## src/rtl/lfsr_prbs_pkg.sv

```systemverilog
// lfsr_prbs_pkg: checker state encoding and seed sizing shared with the generator-side controller
package lfsr_prbs_pkg;
  typedef enum logic [1:0] {
    IDLE    = 2'd0,
    SEED    = 2'd1,
    ACQUIRE = 2'd2,
    LOCKED  = 2'd3
  } prbs_state_t;
  function automatic int seed_words(input int lfsr_w, input int data_w);
    return (lfsr_w + data_w - 1) / data_w;
  endfunction
endpackage

```

## src/rtl/lfsr_prbs_check_lfsr.sv

```systemverilog
// lfsr: combinational Fibonacci LFSR step over one data word (scrambler form, data_in=0 gives PRBS)
module lfsr #(
  parameter int                    LFSR_WIDTH  = 9,
  parameter logic [LFSR_WIDTH-1:0] LFSR_POLY   = 9'h021,
  parameter string                 LFSR_CONFIG = "FIBONACCI",
  parameter bit                    REVERSE     = 1'b0,
  parameter int                    DATA_WIDTH  = 8,
  parameter string                 STYLE       = "AUTO"
) (
  input  logic [DATA_WIDTH-1:0] data_in,
  input  logic [LFSR_WIDTH-1:0] state_in,
  output logic [DATA_WIDTH-1:0] data_out,
  output logic [LFSR_WIDTH-1:0] state_out
);
  if (LFSR_CONFIG != "FIBONACCI") begin : g_cfg
    $error("lfsr: only FIBONACCI is supported");
  end
  if (STYLE != "AUTO" && STYLE != "LOOP" && STYLE != "REDUCTION") begin : g_style
    $error("lfsr: unknown STYLE");
  end
  logic [LFSR_WIDTH-1:0] s;
  logic fb;
  // bits leave MSB-first unless REVERSE; each output bit becomes the new state LSB
  always_comb begin
    s = state_in;
    fb = 1'b0;
    data_out = '0;
    for (int i = 0; i < DATA_WIDTH; i++) begin
      fb = s[LFSR_WIDTH-1] ^ (^(s[LFSR_WIDTH-2:0] & LFSR_POLY[LFSR_WIDTH-1:1])) ^ data_in[REVERSE ? i : DATA_WIDTH-1-i];
      data_out[REVERSE ? i : DATA_WIDTH-1-i] = fb;
      s = {s[LFSR_WIDTH-2:0], fb};
    end
    state_out = s;
  end
endmodule

```

## src/rtl/lfsr_prbs_check.sv

```systemverilog
// lfsr_prbs_check: self-synchronising PRBS checker with lock qualification and saturating error counters
module lfsr_prbs_check
  import lfsr_prbs_pkg::*;
#(
  parameter int                    LFSR_WIDTH    = 9,
  parameter logic [LFSR_WIDTH-1:0] LFSR_POLY     = 9'h021,
  parameter string                 LFSR_CONFIG   = "FIBONACCI",
  parameter bit                    REVERSE       = 1'b0,
  parameter int                    DATA_WIDTH    = 8,
  parameter string                 STYLE         = "AUTO",
  parameter int                    LOCK_COUNT    = 8,
  parameter int                    UNLOCK_ERRORS = 4,
  parameter int                    COUNT_WIDTH   = 32
) (
  input  logic                   clk,
  input  logic                   rst_n,
  input  logic                   enable,
  input  logic [DATA_WIDTH-1:0]  data_in,
  input  logic                   data_valid,
  input  logic                   clear_count,
  output logic                   locked,
  output logic                   error,
  output logic [1:0]             state,
  output logic [COUNT_WIDTH-1:0] error_word_count,
  output logic [COUNT_WIDTH-1:0] error_bit_count
);
  localparam int SW  = seed_words(LFSR_WIDTH, DATA_WIDTH);
  localparam int HW  = LFSR_WIDTH > DATA_WIDTH ? LFSR_WIDTH - DATA_WIDTH : 1;
  localparam int SCW = $clog2(SW + 1);
  localparam int GW  = $clog2(LOCK_COUNT + 1);
  localparam int BW  = $clog2(UNLOCK_ERRORS + 1);
  localparam int PW  = $clog2(DATA_WIDTH + 1);
  if (LOCK_COUNT < 1 || UNLOCK_ERRORS < 1) begin : g_par
    $error("lfsr_prbs_check: LOCK_COUNT and UNLOCK_ERRORS must be at least 1");
  end
  function automatic logic [PW-1:0] popcount(input logic [DATA_WIDTH-1:0] v);
    popcount = '0;
    for (int i = 0; i < DATA_WIDTH; i++) popcount = popcount + PW'(v[i]);
  endfunction
  prbs_state_t            state_q, state_d;
  logic [LFSR_WIDTH-1:0]  exp_q, exp_d, exp_next, seed_val;
  logic [HW-1:0]          hist_q, hist_d;
  logic [SCW-1:0]         seed_q, seed_d;
  logic [GW-1:0]          good_q, good_d;
  logic [BW-1:0]          bad_q, bad_d;
  logic                   err_q, err_d, mism;
  logic [COUNT_WIDTH-1:0] ewc_q, ewc_d, ebc_q, ebc_d, ewc_sat, ebc_sat;
  logic [COUNT_WIDTH:0]   ebc_sum;
  logic [DATA_WIDTH-1:0]  exp_word, rx_bits;
  logic [HW+DATA_WIDTH-1:0] rx_cat;
  lfsr #(
    .LFSR_WIDTH (LFSR_WIDTH),
    .LFSR_POLY  (LFSR_POLY),
    .LFSR_CONFIG(LFSR_CONFIG),
    .REVERSE    (REVERSE),
    .DATA_WIDTH (DATA_WIDTH),
    .STYLE      (STYLE)
  ) u_lfsr (
    .data_in  ('0),
    .state_in (exp_q),
    .data_out (exp_word),
    .state_out(exp_next)
  );
  // received bits in emission order, newest at LSB, so the tail is exactly the generator state
  always_comb begin
    for (int i = 0; i < DATA_WIDTH; i++) rx_bits[i] = data_in[REVERSE ? DATA_WIDTH-1-i : i];
    rx_cat = {hist_q, rx_bits};
    seed_val = rx_cat[LFSR_WIDTH-1:0];
    mism = data_in != exp_word;
    ebc_sum = {1'b0, ebc_q} + (COUNT_WIDTH+1)'(popcount(data_in ^ exp_word));
    ebc_sat = ebc_sum[COUNT_WIDTH] ? '1 : ebc_sum[COUNT_WIDTH-1:0];
    ewc_sat = &ewc_q ? ewc_q : ewc_q + COUNT_WIDTH'(1);
  end
  always_comb begin
    state_d = state_q;
    exp_d = exp_q;
    hist_d = hist_q;
    seed_d = seed_q;
    good_d = good_q;
    bad_d = bad_q;
    err_d = 1'b0;
    ewc_d = ewc_q;
    ebc_d = ebc_q;
    if (!enable) state_d = IDLE;
    else if (state_q == IDLE) begin
      state_d = SEED;
      seed_d = '0;
    end else if (data_valid) begin
      if (state_q == SEED) begin
        hist_d = rx_cat[HW-1:0];
        seed_d = seed_q + SCW'(1);
        if (seed_q == SCW'(SW - 1)) begin
          seed_d = '0;
          if (|seed_val) begin
            exp_d = seed_val;
            good_d = '0;
            state_d = ACQUIRE;
          end
        end
      end else begin
        exp_d = exp_next;
        err_d = mism;
        if (state_q == ACQUIRE) begin
          good_d = mism ? '0 : good_q + GW'(1);
          bad_d = '0;
          state_d = mism ? SEED : (good_q == GW'(LOCK_COUNT - 1)) ? LOCKED : ACQUIRE;
        end else begin
          bad_d = mism ? bad_q + BW'(1) : '0;
          ewc_d = mism ? ewc_sat : ewc_q;
          ebc_d = mism ? ebc_sat : ebc_q;
          state_d = (mism && bad_q == BW'(UNLOCK_ERRORS - 1)) ? SEED : LOCKED;
        end
      end
    end
    if (clear_count) begin
      ewc_d = '0;
      ebc_d = '0;
    end
  end
  always_ff @(posedge clk or negedge rst_n) begin
    if (!rst_n) begin
      state_q <= IDLE;
      exp_q <= '0;
      hist_q <= '0;
      seed_q <= '0;
      good_q <= '0;
      bad_q <= '0;
      err_q <= 1'b0;
      ewc_q <= '0;
      ebc_q <= '0;
    end else begin
      state_q <= state_d;
      exp_q <= exp_d;
      hist_q <= hist_d;
      seed_q <= seed_d;
      good_q <= good_d;
      bad_q <= bad_d;
      err_q <= err_d;
      ewc_q <= ewc_d;
      ebc_q <= ebc_d;
    end
  end
  assign state = state_q;
  assign locked = state_q == LOCKED;
  assign error = err_q;
  assign error_word_count = ewc_q;
  assign error_bit_count = ebc_q;
endmodule

```

## config.mk

```make
export PLATFORM = sky130hd
export DESIGN_NAME = lfsr_prbs_check
export DESIGN_NICKNAME = d
export VERILOG_FILES = /design/src/rtl/lfsr_prbs_pkg.sv /design/src/rtl/lfsr_prbs_check_lfsr.sv /design/src/rtl/lfsr_prbs_check.sv
export SDC_FILE = /design/constraint.sdc
export NUM_CORES = 1
export LEC_CHECK = 0
export ABC_AREA = 1
export ABC_CLOCK_PERIOD_IN_PS = 9400
export CORE_UTILIZATION = 61
export CTS_CLUSTER_DIAMETER = 120
export DETAILED_ROUTE_END_ITERATION = 8
export PLACE_DENSITY = 0.87
export SETUP_SLACK_MARGIN = 0.02
export SLEW_MARGIN = 0
export SYNTH_ARGS = -nofsm -noshare
export SYNTH_HDL_FRONTEND = slang
export SYNTH_SLANG_ARGS = --single-unit
export TNS_END_PERCENT = 1
```

## constraint.sdc

```tcl
create_clock -name clk -period 9.4 [get_ports clk]
set_clock_uncertainty 0.1 [all_clocks]
set_input_delay 2.35 -clock clk [delete_from_list [all_inputs] [get_ports clk]]
set_output_delay 2.35 -clock clk [all_outputs]
set_load 0.02 [all_outputs]
```

==> run_results.csv <==
group,metric,value,unit
cts,post_cts_resized,0,
cts,clkLatencyLatePin,0.37,ns
die,fp.dieH,103.3,um
drt,drt-initial-drc-count,384,
pwr,ir_drop,209.3,uV
layout,stdcell_area,7310,um2
drt,ant_nets,0,
critical_path,cp.buffers_inverters,6,
timing,grt_setup_unrepaired,"no",
timing,slew_headroom,52.66,%
timing,hold_viol_final,0,
placement,place_area,7103,um2
critical_path,worstSetupPathDepth,20,
drt,vias,6180,
critical_path,crit_start,"data_in[2]",
global_routing,grt_pass1_wl,26210,um
timing,tns,0,ns
critical_path,worstSetupPathType,"in -> reg",
critical_path,crit_chain,"clkdlybuf4s50_1, nand3b_1, nand2_1, inv_1, fa_1, fa_1, inv_1, fa_1, inv_1, fa_1, inv_1, fa_1, nand2_1, nand3_1, nand2_1, nor2_1, nand2_1, inv_2, nor2_1, o21ai_1",
placement,gp_congestion,0.9755,
timing,slew_viol_final,0,
critical_path,rr_worst_depth,24,
cts,cts_hold_buf,0,
global_routing,grt_usage,31.45,%
job,maxCapViolCount,0,
cts,cts_made_buffers,9,
cts,cts_tree,"yes",
layout,most-common-layout-cells,"nand2_1 (347), nor2_1 (141), dfrtp_1 (86)",
layout,num-nets-final,1049,
cts,post-cts-setup-buffer-count,0,
critical_path,crit_path_end_kind,"flop",
cts,cts_sinks,86,
global_routing,grt_start_max_net_pins,47,
layout,drive_gt1_share,4.403,%
placement,dp.cells,1139,
die,ios,81,
critical_path,crit_fanout,21,
pwr,power_density,208.1,nW/um2
placement,dp_hpwl,11350,um
synth,ys_seq_area_share,34.35,%
synth,yosysUniqueCellTypes,38,
die,initial_core_util,63.51,%
timing,finalCriticalPeriod,6.412,ns
global_routing,grt_pass1_vias,5659,
cts,cts_root_buf,"clkbuf_8",
synth,synth_area_leaders,"dfrtp_1 (34%), nand2_1 (21%), nor2_1 (8.4%)",
layout,syn2layout_area_growth,16.68,%
run_status,status,"completed",
layout,num_antenna_cells,0,
cts,cts.path.max_buffers,2,
critical_path,worstSetupEndpoint,"error_bit_count[15]",
synth,syn_area_per_cell,6.608,um2
synth,syn_inst,948,
global_routing,gr-total-overflow,0,
pwr,leakage,0.003327,uW
cts,cts_max_level,3,
layout,instances_no_fill,1155,
die,dieArea,10680,um2
drt,avgRoutedWirePerCell,13.49,um
critical_path,reg2reg_setup_slack,4.77,ns
pwr,p_total,1521,uW
timing,finalSetupViolCount,0,
critical_path,arrival,6.59,ns
placement,portBuffers,80,
drt,firstDrtPassIters,6,
timing,max_freq,0.1560,GHz
timing,worst_slew_pin_slew,0.7046,ns
synth,yosys.area.top_type,"dfrtp_1",
synth,ys_seq_elements,86,
die,fp.coreArea,9864,um2
critical_path,max_stage_delay,0.49,ns
synth,yosys_warnings,0,
critical_path,setup.worst_path.start_class,"input pin",
critical_path,r2r_end,"error_bit_count[15]",
critical_path,crit_top_cell,"fa_1",
critical_path,crit_family,"adder cells",
timing,fin_hold_ws,0.3861,ns
die,placement_rows,36,
synth,syn-num-nets,980,
global_routing,antenna_found_initial,0,
critical_path,cp_slowest_cell,"fa_1",
drt,routed_via_density,5.351,
drt,wirelength,15580,um
drt,drcViolationCount,0,
worst_hold_path,worstHoldPathType,"reg -> reg",
layout,layout_commonest_cell,"nand2_1",
synth,synth_top_area_share,34.35,%
timing,period_share,68.21,%
cts,clk_pin_slew,0.09,ns
synth,syn-cell-area,6265,um2
die,die_x,103.3,um
critical_path,cp.required,9.58,ns
critical_path,r2r-start,"exp_q[4]",
## sequential cells by signal, summed over array words and instances, names as in the netlist
signal / count
good_q: 4
seed_q: 2
error_word_count: 32
state: 2
error_bit_count: 32
error: 1
bad_q: 3
exp_q: 9
hist_q: 1
## layer usage
| layer | track usage, % | part of all wire (%) |
|---|---|---|
| met1 | 39.75 | 42 |
| met2 | 54.20 | 49 |
| met3 | 4.503 | 5.9 |
| met4 | 12.89 | 3.2 |
| met5 | 0 | 0 |
## metrics by stage
step                setup WS, ns  util (%)
floorplan                  3.514         -
global placement           2.732     72.01
detailed placement         2.609     72.01
CTS                        2.994     74.10
global route               2.658     74.10
finish                     2.988     74.10
## worst min-delay path by stage
stage / from / to / slack (ns) / cells after the start
2_1_floorplan: seed_q[1] / seed_q[1] / 0.34 / 2
3_3_place_gp: seed_q[1] / seed_q[1] / 0.36 / 2
3_5_place_dp: seed_q[1] / seed_q[1] / 0.37 / 2
4_1_cts: seed_q[1] / seed_q[1] / 0.39 / 2
5_1_grt: seed_q[1] / seed_q[1] / 0.41 / 2
6_report: seed_q[1] / seed_q[1] / 0.39 / 2
## cells in the mapped netlist
cell type,n
nand2_4,1
nand3_2,1
nand4_1,14
inv_2,7
o21ai_0,17
nand3_4,1
buf_4,4
buf_6,3
xor2_1,20
o21ai_2,1
nor3b_1,3
o21bai_1,1
o21ai_4,1
nand3b_1,7
ha_1,14
xor2_2,1
nor2_2,3
nand3_1,83
and3_1,1
clkbuf_1,6
mux2i_1,2
dfrtp_1,86
nand2_1,347
mux2_2,2
o22ai_1,1
or2_2,1
inv_1,78
o211ai_1,1
a21o_1,1
buf_2,11
nor3_1,10
a21oi_1,11
nor2_1,141
fa_1,5
nor2_4,2
xnor2_1,24
nand2_2,5
o21ai_1,31
## worst min-delay path: cells and delay by family (launching register included)
kind,cells,cell delay (ns)
simple gates,1,0.06
buf+inv,1,0.04
flops,1,0.36
## final cells by class
cell class,count,area [um2]
Clock buffer,10,137.6
Tap cell,133,166.4
Sequential cell,86,2152
Multi-Input combinational cell,753,3652
Fill cell,819,2555
Clock inverter,6,68.82
Inverter,85,319.1
Timing Repair Buffer,82,813.3
## cells by family after synthesis
family | Yosys count | synth area share [%]
multiplexers | 4 | 0.6790
flip-flops | 86 | 34.35
adder cells (fa/ha/maj) | 19 | 4.394
buffers and inverters | 109 | 7.350
AND/OR/NAND/NOR | 620 | 41.24
XOR/XNOR | 45 | 6.411
AO/OA/AOI/OAI | 65 | 5.572
## power by group
part	internal (uW)	switching [uW]	leakage, uW
logic	307	473	0.00206
clock network	131	141	0.000103
registers	417	51.0	0.00116
Note: power is estimated with default switching activity, not from simulation.
